`src/rtl/fib_req_scheduler_if.sv`:
```
// fib_req_scheduler_if
//   Request/response bundle for the shared Fibonacci scheduler.
//   req0_* / req1_* : valid/ready request channels carrying term index n
//   rsp_*           : valid/ready response channel (id, value, overflow)
//   master : requester/consumer side      slave : scheduler side
interface fib_req_scheduler_if #(
  parameter int WIDTH = 32,
  parameter int NW    = 6
);
  logic             req0_valid;
  logic [NW-1:0]    req0_n;
  logic             req0_ready;
  logic             req1_valid;
  logic [NW-1:0]    req1_n;
  logic             req1_ready;
  logic             rsp_valid;
  logic             rsp_ready;
  logic             rsp_id;
  logic [WIDTH-1:0] rsp_value;
  logic             rsp_ovf;

  modport master (
    output req0_valid, req0_n, req1_valid, req1_n, rsp_ready,
    input  req0_ready, req1_ready, rsp_valid, rsp_id, rsp_value, rsp_ovf
  );

  modport slave (
    input  req0_valid, req0_n, req1_valid, req1_n, rsp_ready,
    output req0_ready, req1_ready, rsp_valid, rsp_id, rsp_value, rsp_ovf
  );
endinterface

```
`src/rtl/fib_req_scheduler.sv`:
```
// fib_req_scheduler
//   Two requesters share one iterative Fibonacci datapath. Requests are
//   arbitrated round-robin, F(n) is computed one add step per cycle and the
//   result is returned with requester id and an overflow flag.
//   clk  : clock, all state on posedge
//   rst  : synchronous active-high reset
//   bus  : request/response bundle (slave side)
//   busy : high whenever the FSM is not idle
module fib_req_scheduler #(
  parameter int WIDTH = 32,
  parameter int NW    = 6
) (
  input  logic                 clk,
  input  logic                 rst,
  fib_req_scheduler_if.slave   bus,
  output logic                 busy
);

  typedef enum logic [1:0] {S_IDLE, S_RUN, S_RESP} state_t;

  state_t           r_state;
  state_t           w_next;

  logic             r_prio;     // 0: favour requester 0, 1: favour requester 1
  logic             r_id;
  logic [NW-1:0]    r_cnt;
  logic [WIDTH-1:0] r_a;
  logic [WIDTH-1:0] r_b;
  logic             r_ovf_a;
  logic             r_ovf_b;
  logic             r_rsp_valid;
  logic             r_rsp_id;
  logic [WIDTH-1:0] r_rsp_value;
  logic             r_rsp_ovf;

  logic             w_grant0;
  logic             w_grant1;
  logic             w_accept;
  logic [WIDTH-1:0] w_sum;
  logic             w_carry;

  always_comb begin
    w_grant0 = bus.req0_valid & (~bus.req1_valid | ~r_prio);
    w_grant1 = bus.req1_valid & (~bus.req0_valid |  r_prio);
    w_accept = (r_state == S_IDLE) & (w_grant0 | w_grant1);
    {w_carry, w_sum} = {1'b0, r_a} + {1'b0, r_b};
  end

  // State register
  always_ff @(posedge clk) begin
    if (rst) r_state <= S_IDLE;
    else     r_state <= w_next;
  end

  // Next-state logic
  always_comb begin
    w_next = r_state;
    unique case (r_state)
      S_IDLE:  if (w_accept)             w_next = S_RUN;
      S_RUN:   if (r_cnt == '0)          w_next = S_RESP;
      S_RESP:  if (bus.rsp_ready)        w_next = S_IDLE;
      default:                           w_next = S_IDLE;
    endcase
  end

  // Outputs
  always_comb begin
    bus.req0_ready = (r_state == S_IDLE) & w_grant0;
    bus.req1_ready = (r_state == S_IDLE) & w_grant1;
    bus.rsp_valid  = r_rsp_valid;
    bus.rsp_id     = r_rsp_id;
    bus.rsp_value  = r_rsp_value;
    bus.rsp_ovf    = r_rsp_ovf;
    busy           = (r_state != S_IDLE);
  end

  // Datapath. ovf_a/ovf_b track whether the true value held in a/b has
  // exceeded WIDTH bits, so a wrap in b only reaches rsp_ovf once b moves to a.
  always_ff @(posedge clk) begin
    if (rst) begin
      r_prio      <= 1'b0;
      r_id        <= 1'b0;
      r_cnt       <= '0;
      r_a         <= '0;
      r_b         <= '0;
      r_ovf_a     <= 1'b0;
      r_ovf_b     <= 1'b0;
      r_rsp_valid <= 1'b0;
      r_rsp_id    <= 1'b0;
      r_rsp_value <= '0;
      r_rsp_ovf   <= 1'b0;
    end else begin
      unique case (r_state)
        S_IDLE: begin
          if (w_accept) begin
            r_id    <= w_grant1;
            r_cnt   <= w_grant1 ? bus.req1_n : bus.req0_n;
            r_a     <= '0;
            r_b     <= WIDTH'(1);
            r_ovf_a <= 1'b0;
            r_ovf_b <= 1'b0;
          end
        end
        S_RUN: begin
          if (r_cnt != '0) begin
            r_a     <= r_b;
            r_b     <= w_sum;
            r_cnt   <= r_cnt - NW'(1);
            r_ovf_a <= r_ovf_b;
            r_ovf_b <= r_ovf_b | r_ovf_a | w_carry;
          end else begin
            r_rsp_value <= r_a;
            r_rsp_ovf   <= r_ovf_a;
            r_rsp_id    <= r_id;
            r_rsp_valid <= 1'b1;
          end
        end
        S_RESP: begin
          if (bus.rsp_ready) begin
            r_rsp_valid <= 1'b0;
            r_prio      <= ~r_rsp_id;
          end
        end
        default: ;
      endcase
    end
  end

endmodule

```
`src/flat_wrapper.sv`:
```
// flat-port wrapper written by rule: the top's interface ports become plain ports
module fib_req_scheduler_flat 
#(
  parameter int WIDTH = 32,
  parameter int NW    = 6
)
  (clk, rst, busy, bus_req0_valid, bus_req0_n, bus_req1_valid, bus_req1_n, bus_rsp_ready, bus_req0_ready, bus_req1_ready, bus_rsp_valid, bus_rsp_id, bus_rsp_value, bus_rsp_ovf);
  fib_req_scheduler_if #(.WIDTH(WIDTH), .NW(NW)) bus_i ();
  input  logic clk;
  input  logic rst;
  output logic busy;
  input wire logic [$bits(bus_i.req0_valid)-1:0] bus_req0_valid;
  input wire logic [$bits(bus_i.req0_n)-1:0] bus_req0_n;
  input wire logic [$bits(bus_i.req1_valid)-1:0] bus_req1_valid;
  input wire logic [$bits(bus_i.req1_n)-1:0] bus_req1_n;
  input wire logic [$bits(bus_i.rsp_ready)-1:0] bus_rsp_ready;
  output wire logic [$bits(bus_i.req0_ready)-1:0] bus_req0_ready;
  output wire logic [$bits(bus_i.req1_ready)-1:0] bus_req1_ready;
  output wire logic [$bits(bus_i.rsp_valid)-1:0] bus_rsp_valid;
  output wire logic [$bits(bus_i.rsp_id)-1:0] bus_rsp_id;
  output wire logic [$bits(bus_i.rsp_value)-1:0] bus_rsp_value;
  output wire logic [$bits(bus_i.rsp_ovf)-1:0] bus_rsp_ovf;
  assign bus_i.req0_valid = bus_req0_valid;
  assign bus_i.req0_n = bus_req0_n;
  assign bus_i.req1_valid = bus_req1_valid;
  assign bus_i.req1_n = bus_req1_n;
  assign bus_i.rsp_ready = bus_rsp_ready;
  assign bus_req0_ready = bus_i.req0_ready;
  assign bus_req1_ready = bus_i.req1_ready;
  assign bus_rsp_valid = bus_i.rsp_valid;
  assign bus_rsp_id = bus_i.rsp_id;
  assign bus_rsp_value = bus_i.rsp_value;
  assign bus_rsp_ovf = bus_i.rsp_ovf;
  fib_req_scheduler #(.WIDTH(WIDTH), .NW(NW)) u_core (.clk(clk), .rst(rst), .bus(bus_i), .busy(busy));
endmodule
```
`config.mk`:
```
export PLATFORM = sky130hd
export DESIGN_NAME = fib_req_scheduler_flat
export DESIGN_NICKNAME = d
export VERILOG_FILES = /design/src/rtl/fib_req_scheduler_if.sv /design/src/rtl/fib_req_scheduler.sv /design/src/flat_wrapper.sv
export SDC_FILE = /design/constraint.sdc
export NUM_CORES = 1
export LEC_CHECK = 0
export CAP_MARGIN = 30
export CORE_ASPECT_RATIO = 0.8
export CORE_MARGIN = 8
export CORE_UTILIZATION = 52
export CTS_CLUSTER_SIZE = 40
export DETAILED_ROUTE_END_ITERATION = 6
export PLACE_DENSITY = 0.76
export SETUP_SLACK_MARGIN = 0.4
export SLEW_MARGIN = 10
export SYNTH_ARGS = -nofsm -noshare
export SYNTH_HDL_FRONTEND = slang
export SYNTH_SLANG_ARGS = --single-unit
```
`constraint.sdc`:
```
create_clock -name clk -period 2.3 [get_ports clk]
set_input_delay 0.46 -clock clk [delete_from_list [all_inputs] [get_ports clk]]
set_output_delay 0.46 -clock clk [all_outputs]
set_load 0.03 [all_outputs]
```
# == After elaboration in Yosys (flattened, before gate mapping) ==
# Cells that the tools add are included.
# totals
reg_bits,111
wordCells,70
# op_classes
n_addsub,2
n_eq_ne,7
muxes,22
bitwise,15
n_reduce_logical,12
# ops
op,count
32-bit two-way mux,4
32-bit one-hot mux with 2 select lines,2
32-bit by 32-bit adder with 33-bit output,1
6-bit two-way mux,3
6-bit one-hot mux with 2 select lines,1
3-bit AND reduction,3
6-bit zero test,1
2-bit two-way mux,3
2-bit by 1-bit != test with 1-bit output (second input constant),3
1-bit one-hot mux with 2 select lines,3
2-bit one-hot mux with 3 select lines,1
2-bit AND reduction,3
2-bit nonzero test,3
6-bit nonzero test,1
6-bit by 1-bit subtractor with 6-bit output (second input constant),1
1-bit bitwise AND,5
1-bit two-way mux,5
1-bit NOT,5
1-bit bitwise OR,5
2-bit != test (second input constant),2
2-bit by 1-bit == test with 1-bit output (second input constant),1
2-bit == test (second input constant),1
2-bit zero test,1

# == Logic depth before layout (Yosys ltp) ==
# Gate-level depths: netlist of the first run.
# depth
depth_word,7
ltp_mapped,11
depth_no_buf,11

# == Worst setup path before layout of the first run ==
# OpenSTA, ideal clock, no wires.
# synth_timing
kind,register -> register
from,register u_core.r_b[0]
to,register u_core.r_b[30]
setup_time_ns,0.062
arrival_time_ns,2.365
required_time_ns,2.238
path_slack_ns,-0.127
stages_incl_launch_ff,12
n_path_buf,0
synth_period_minus_slack_ns,2.427
cell_sequence,dfxtp_1 -> ha_1 -> inv_1 -> fa_1 -> nor2b_1 -> o2111ai_1 -> a31oi_1 -> o31ai_1 -> nand2_1 -> a31oi_1 -> or4b_1 -> nand3_1
# synth_via
elab_chain_cells,3
# synth_lines
item,line,rtl
"start, declared",fib_req_scheduler.sv:28,logic [WIDTH-1:0] r_b;
"start signal, assigned",fib_req_scheduler.sv:107,r_b <= w_sum;
32-bit by 32-bit adder with 33-bit output,fib_req_scheduler.sv:46,"{w_carry, w_sum} = {1'b0, r_a} + {1'b0, r_b};"
32-bit two-way mux,fib_req_scheduler.sv:105,if (r_cnt != '0) begin
32-bit one-hot mux with 2 select lines,fib_req_scheduler.sv:93,unique case (r_state)
# No other way between the ends. The select of a mux whose other input is x is not followed.
# A chain may end at the register's enable or synchronous reset.

# == Worst setup path in the final report of the first run ==
# layout_timing
from,register u_core.r_b[2]
to,register u_core.r_b[29]
# The elaborated chain is that of the path after synthesis.

==> results.md, run 1 <==
* Outcome: finished, violations left
* Failing checks: setup timing
* WS Path Type: reg2reg
* Overflow after GRT at 0
* Worst hold endpoint: u_core.bus.rsp_value[24]
* Reg2reg start: u_core.r_b[2]
* Post-Synthesis Cells at 697
* First-pass GRT wire length at 26400 um
* Met1 usage at 28.6%
* Peak-usage layer in the global routing report: met2
* Slowest-stage cell, CP: or4b_1
* Antenna-violating nets left at 0
* HP Start: u_core.bus.rsp_value[24]
* Measured slew at the worst slew-check pin at 961 ps
* Max-Cap Viols at 0
* Drc violations at 0
* CP required at 2590 ps
* Initial Utilization at 52.8%
* Gp weighted congestion at 0.898
* Fraction of registers with async set/reset at 0%
* Hold_buf cts at 0
* Crit path max-delay family: simple AND/OR/NAND/NOR gates
* LEAKAGE at 3.28 nW
* Vias in the first global route at 5220
* #FFs+latches synth at 111
* Peak supply drop at 428 uV
* Most common cell in the synthesized netlist: dfxtp_1
* Cts bufs inserted at 9
* Fillers at 665
* Via Count at 5963
* Total power at 0.00535 W
* Post-DP HPWL at 10500 um
* Synth top area cells: dfxtp_1 39%, ha_1 7.5%, nand2_1 7.1%
* Synth-to-layout area growth at 43.0%
* N_diodes at 0
* Total Wirelength at 19000 um
* Skew-Pair Late Insertion Delay at 360 ps
* Final Slew Violations at 0
* Final hold viol count at 0
* Reg2reg path depth at 10
* Synth Flop Type: dfxtp_1
* Crit path largest cell delay at 480 ps
* Min-delay worst type: reg2reg
* M3 GR Usage at 4.38%
* Worst path buffer plus inverter count at 1
* Pre-CTS setup slack at -141 ps
* Area share of the largest cell type after synthesis at 39.1%
* CTS tree: yes
* Register area share after synthesis at 39.1%
* Met2 usage at 36.6%
* Nets at 867
* Initial drt markers at 679
* CTS sink count at 111
* Die Area at 0.0146 sq mm
* DR WL/cell at 19.7 um
* Minimum clock period at 2480 ps
* Yosys cell types at 54
* CP Capture Type: flip-flop
* CORE AREA at 0.0108 sq mm
* Syn Area/Cell at 8.16 sq um
* Area leader, netlist: dfxtp_1
* Die width at 133 um
* Longest Clk Path Bufs at 2
* # setup viols final at 15
* Pre-antenna DRT Iters at 5
* Crit-path max FO at 3
* Vias per inst at 6.20
* Pin count of the biggest net entering global routing at 92
* Reg2Reg Setup Slack at -180 ps
* Syn Nets at 749
* Initial antenna violation count at 0
* Top post-synthesis cells by count: 111 x dfxtp_1, 107 x nand2_1, 78 x nor2_1
* IO buf count at 54
* Yosys Warn Count at 0
* Root Driver: clkbuf_16
* Critical path cell sequence: ha_4 > o211ai_1 > o21bai_4 > buf_4 > o211ai_1 > nand3_1 > nand2_2 > o21a_1 > or4b_1 > nand3_1
* Slew margin rel. at 36.0%
* R2R Path End: u_core.r_b[29]
* PD cells at 658 mW/mm^2
* Total GRT Usage at 22.0%
* Arrival @ worst endpoint at 2770 ps
* CP Launch Type: flip-flop
* RSZ-0062 raised after global routing: true
* Synthesized area at 0.00569 sq mm
* Floorplan row count at 34
* Number of flops mapped to enable cells by yosys at 0
* Clock transition at path regs at 70 ps
* Hold path depth at 2
* Max Freq at 403 MHz
* Clock Skews at 5.97 ps
* Setup ws final at -179 ps
* Share of cells above drive strength 1 at 27.5%
* I/O Pins at 55
* Final Cycle Share at 108%
* CTS H-tree depth at 3
* Die Y at 110 um
[cell usage in the layout, fill, tap and decap left out, types with 4 or more instances in the layout]
master / count
nand2b_1: 6
a22oi_2: 8
xor2_1: 9
nand3_1: 14
nor2b_1: 4
o21ai_0: 15
nand4_1: 9
nand2_1: 103
a21o_1: 15
dfxtp_2: 24
o21a_1: 5
ha_1: 15
clkbuf_16: 12
inv_1: 6
dfxtp_1: 87
ha_4: 18
mux2i_1: 4
xnor2_1: 12
o21bai_1: 4
a22o_1: 17
nor2_1: 74
a31oi_1: 4
clkdlybuf4s50_1: 47
o21ai_1: 6
a21oi_1: 67
buf_6: 16
a22oi_1: 35
buf_4: 79
[state kept, by name, indices dropped and copies added (netlist names)]
register	flops
u_core.r_a	32
u_core.r_cnt	6
u_core.bus.rsp_id	1
u_core.bus.rsp_valid	1
u_core.r_id	1
u_core.r_b	32
u_core.bus.rsp_value	32
u_core.bus.rsp_ovf	1
u_core.r_prio	1
u_core.r_state	2
u_core.r_ovf_a	1
u_core.r_ovf_b	1
[timing repair]
item | CTS | global route
gates cloned | 2 | 4
resized for setup | 66 | 54
pin swaps | 34 | 31
buffers inserted | 23 | 9
setup endpoints to repair | 69 | 70
[stage by stage]
stage / cells / util [%] / instance area (sq um) / hold WS, ps / TNS [ps]
final: 962 / 75.6 / 8130 / 455 / -1080
after CTS: 949 / 71.9 / 7730 / 456 / -196
after detailed placement: 910 / 64.1 / 6900 / 447 / -730
after floorplan: 697 / - / 5900 / 432 / 0
after global placement: 910 / 64.1 / 6900 / 441 / -238
after global routing: 962 / 75.6 / 8130 / 470 / -1950
[worst min-delay path, stage by stage, from the launching register on]
cell and delay (ps):
dfxtp_1 310, nand2_1 50, a21oi_1 50
[metal layers]
metal / part of all wire, % / vias to the layer above
li1: - / 2721
met3: 7.7 / 69
met1: 42 / 2881
met2: 47 / 292
met5: 0 / -
met4: 3.6 / 0
[layout make-up]
class                           instances  area (sq um)  share of cell area, %
Multi-Input combinational cell        528          3850                   47.3
Sequential cell                       111          2250                   27.7
Timing Repair Buffer                  156          1480                   18.2
Clock buffer                           10           239                   2.94
Tap cell                              144           180                   2.22
Clock inverter                          4          95.1                   1.17
Inverter                                9          33.8                  0.415
[report_power, final]
part | internal [W] | total [W] | switching (W)
clock network | 0.00108 | 0.00178 | 0.000703
registers | 0.00199 | 0.00207 | 0.0000830
logic | 0.000607 | 0.00150 | 0.000891
[worst max-delay path by stage]
stage	from	end	slack [ps]	depth (start not counted)
3_5_place_dp	u_core.r_a[0]	u_core.r_b[30]	-140	11
4_1_cts	u_core.r_a[0]	u_core.r_b[30]	-80	11
5_1_grt	u_core.r_b[10]	u_core.r_b[29]	-230	9
2_1_floorplan	u_core.r_a[0]	u_core.r_b[30]	10	11
6_report	u_core.r_b[2]	u_core.r_b[29]	-180	10
3_3_place_gp	u_core.r_a[0]	u_core.r_b[30]	-70	11
[kinds of logic (layout without fill, tap and decap cells)]
kind of cell	count (synthesis)	count (layout)	synth area share [%]
AND/OR/NAND/NOR	241	241	18.1
AO/OA/AOI/OAI	217	218	25.6
multiplexers	6	6	1.08
flip-flops	111	111	39.1
buffers and inverters	59	179	3.96
XOR/XNOR	28	28	4.31
adder cells (fa/ha/maj)	35	35	7.83
No activity file was read; power rests on OpenSTA's default activity.
==> run 2: changes to the inputs <==
Settings changed: PLACE_DENSITY 0.76 to 0.72, SLEW_MARGIN 10 to unset.
==> run 2 against run 1 <==
The flow still finishes with violations (setup timing). Die area is the same. Critical path depth grew 2. Fmax grew 2.3%. Count of clock-buffer cells in the layout shrank 1. Critical endpoint is now u_core.r_b[12].
==> results.md, run 2 (synthesis results as in run 1) <==
* Setup ws final at -125 ps (was -179 ps)
* Final Cycle Share at 105% (was 108%)
* CORE AREA at 0.0108 sq mm (unchanged)
* Crit-path max FO at 3 (unchanged)
* Die Area at 0.0146 sq mm (unchanged)
* Peak-usage layer in the global routing report: met2 (unchanged)
* Seq pwr share at 40.3% (was 38.7%)
* Gate power share at 27.9% (was 28.0%)
* Total Wirelength at 16900 um (was 19000 um)
* Met1 usage at 26.4% (was 28.6%)
* Arrival @ worst endpoint at 2650 ps (was 2770 ps)
* Final Slew Violations at 0 (unchanged)
* IO buf count at 54 (unchanged)
* # placed instances at 910 (unchanged)
* Cts bufs inserted at 9 (unchanged)
* Clock group share of total power at 31.8% (was 33.3%)
* Gp weighted congestion at 0.914 (was 0.898)
* # setup viols final at 9 (was 15)
* First-pass GRT wire length at 25000 um (was 26400 um)
* CP Capture Type: flip-flop (unchanged)
* Initial Utilization at 52.8% (unchanged)
* Leading cell type in the layout, fill and taps excluded: nand2_1 (unchanged)
* Share of cells above drive strength 1 at 28.1% (was 27.5%)
* Met2 usage at 34.1% (was 36.6%)
* Antenna-violating nets left at 0 (unchanged)
* Die width at 133 um (unchanged)
* Crit path largest cell delay at 360 ps (was 480 ps)
* Pre-antenna DRT Iters at 5 (unchanged)
* Slowest-stage cell, CP: fa_2 (was or4b_1)
* Initial antenna violation count at 0 (unchanged)
* Initial drt markers at 545 (was 679)
* Nets at 858 (was 867)
* Die Y at 110 um (unchanged)
* WS Path Type: reg2reg (unchanged)
* Slew margin rel. at 70.2% (was 36.0%)
* CTS tree: yes (unchanged)
* CP Launch Type: flip-flop (unchanged)
* Final hold viol count at 0 (unchanged)
* Overflow after GRT at 0 (unchanged)
* Worst path buffer plus inverter count at 2 (was 1)
* Crit path max-delay family: compound AO/OA/AOI/OAI gates (was simple AND/OR/NAND/NOR gates)
* PD cells at 637 mW/mm^2 (was 658 mW/mm^2)
* Most used cell, CP: nor2_1
* Vias in the first global route at 5158 (was 5220)
* Skew-Pair Late Insertion Delay at 360 ps (about the same)
* Post-Layout Cell Count at 955 (was 962)
* Switching pwr at 0.00168 W (about the same)
* Clock Skews at 4.72 ps (was 5.97 ps)
* RSZ-0062 raised after global routing: true (unchanged)
* Pin count of the biggest net entering global routing at 93 (was 92)
* Peak supply drop at 517 uV (was 428 uV)
* Total GRT Usage at 20.5% (was 22.0%)
* Failing checks: setup timing (unchanged)
* Longest Clk Path Bufs at 2 (unchanged)
* Max Freq at 412 MHz (was 403 MHz)
* Outcome: finished, violations left (unchanged)
* N_diodes at 0 (unchanged)
* Synth-to-layout area growth at 40.7% (was 43.0%)
* Post-Route Setup TNS at -474 ps (was -1080 ps)
* I/O Pins at 55 (unchanged)
* Commonest cells after routing, fill and taps aside: 102 x nand2_1, 83 x dfxtp_1, 74 x nor2_1, 74 x buf_4, 66 x a21oi_1 (was 103 x nand2_1, 87 x dfxtp_1, 79 x buf_4, 74 x nor2_1, 67 x a21oi_1)
* Root Driver: clkbuf_16 (unchanged)
* M3 GR Usage at 4.06% (was 4.38%)
* Max-Cap Viols at 0 (unchanged)
* CTS sink count at 111 (unchanged)
* Measured slew at the worst slew-check pin at 444 ps (was 961 ps)
* Post-DP HPWL at 10600 um (was 10500 um)
* CP required at 2530 ps (was 2590 ps)
* Drc violations at 0 (unchanged)
* Min-delay worst type: reg2reg (unchanged)
* DR WL/cell at 17.7 um (was 19.7 um)
* Switch share at 32.9% (was 31.3%)
* LEAKAGE at 3.20 nW (was 3.28 nW)
* Minimum clock period at 2420 ps (was 2480 ps)
* Vias per inst at 5.94 (was 6.20)
* Floorplan row count at 34 (unchanged)
* CTS H-tree depth at 3 (unchanged)
* Pint at 0.00342 W (was 0.00368 W)
* Critical path cell sequence: ha_4 > inv_2 > fa_2 > nor2b_4 > o2111ai_2 > a31oi_2 > nor2_1 > o21a_1 > buf_4 > xnor2_1 > a22oi_1 > nor2_1 (was ha_4 > o211ai_1 > o21bai_4 > buf_4 > o211ai_1 > nand3_1 > nand2_2 > o21a_1 > or4b_1 > nand3_1)
* Via Count at 5669 (was 5963)
* Clock transition at path regs at 70 ps (about the same)
-- run 2: what timing repair did --
item	4_1_cts	5_1_grt
pin swaps	20	41
hold buffers	0	0
setup buffers	6	18
setup endpoints to repair	52	76
cloned	0	5
gates resized for setup	39	81
-- run 2: final timing paths --
| path | endpoint | depth (start not counted) | slack (ps) | startpoint |
|---|---|---|---|---|
| worst max-delay path | u_core.r_b[12] | 12 | -120 | u_core.r_a[0] |
| worst min-delay path | u_core.bus.rsp_value[24] | 2 | 450 | u_core.bus.rsp_value[24] |
| worst min register to register | u_core.bus.rsp_value[24] | 2 | 450 | u_core.bus.rsp_value[24] |
| worst max register to register | u_core.r_b[12] | 12 | -120 | u_core.r_a[0] |
-- run 2: tightest hold or removal path, cell delays in order (launching register included) --
cell and delay [ps]:
dfxtp_1 310, nand2_1 50, a21oi_1 50
-- run 2: layer usage --
layer	vias up	wire, um
met3	33	1220
met1	2713	7590
li1	2702	-
met4	0	297
met2	221	7770
met5	-	0
-- run 2: power groups by stage --
stage                     Combinational (W)  Sequential, W  Clock [W]
after floorplan                    0.000654        0.00209          0
after global placement              0.00104        0.00209          0
after detailed placement            0.00107        0.00209          0
after CTS                           0.00110        0.00205    0.00164
after global routing                0.00151        0.00207    0.00172
final                               0.00142        0.00206    0.00162
-- run 2: final cells by class --
class,instances,area (sq um)
Inverter,9,33.8
Sequential cell,111,2270
Clock inverter,7,82.6
Clock buffer,9,225
Timing Repair Buffer,148,1420
Tap cell,144,180
Fill cell,734,2760
Multi-Input combinational cell,527,3800
-- run 2: metrics by stage --
step	hold WS, ps	worst slack [ps]	total power [W]	cell area (sq um)	utilization (%)
2_1_floorplan	432	12.2	0.00274	5900	-
3_3_place_gp	442	-52.3	0.00313	6930	64.4
3_5_place_dp	446	-106	0.00316	6930	64.4
4_1_cts	456	-43.4	0.00479	7430	69.1
5_1_grt	470	-205	0.00530	8000	74.3
6_report	454	-125	0.00510	8000	74.3
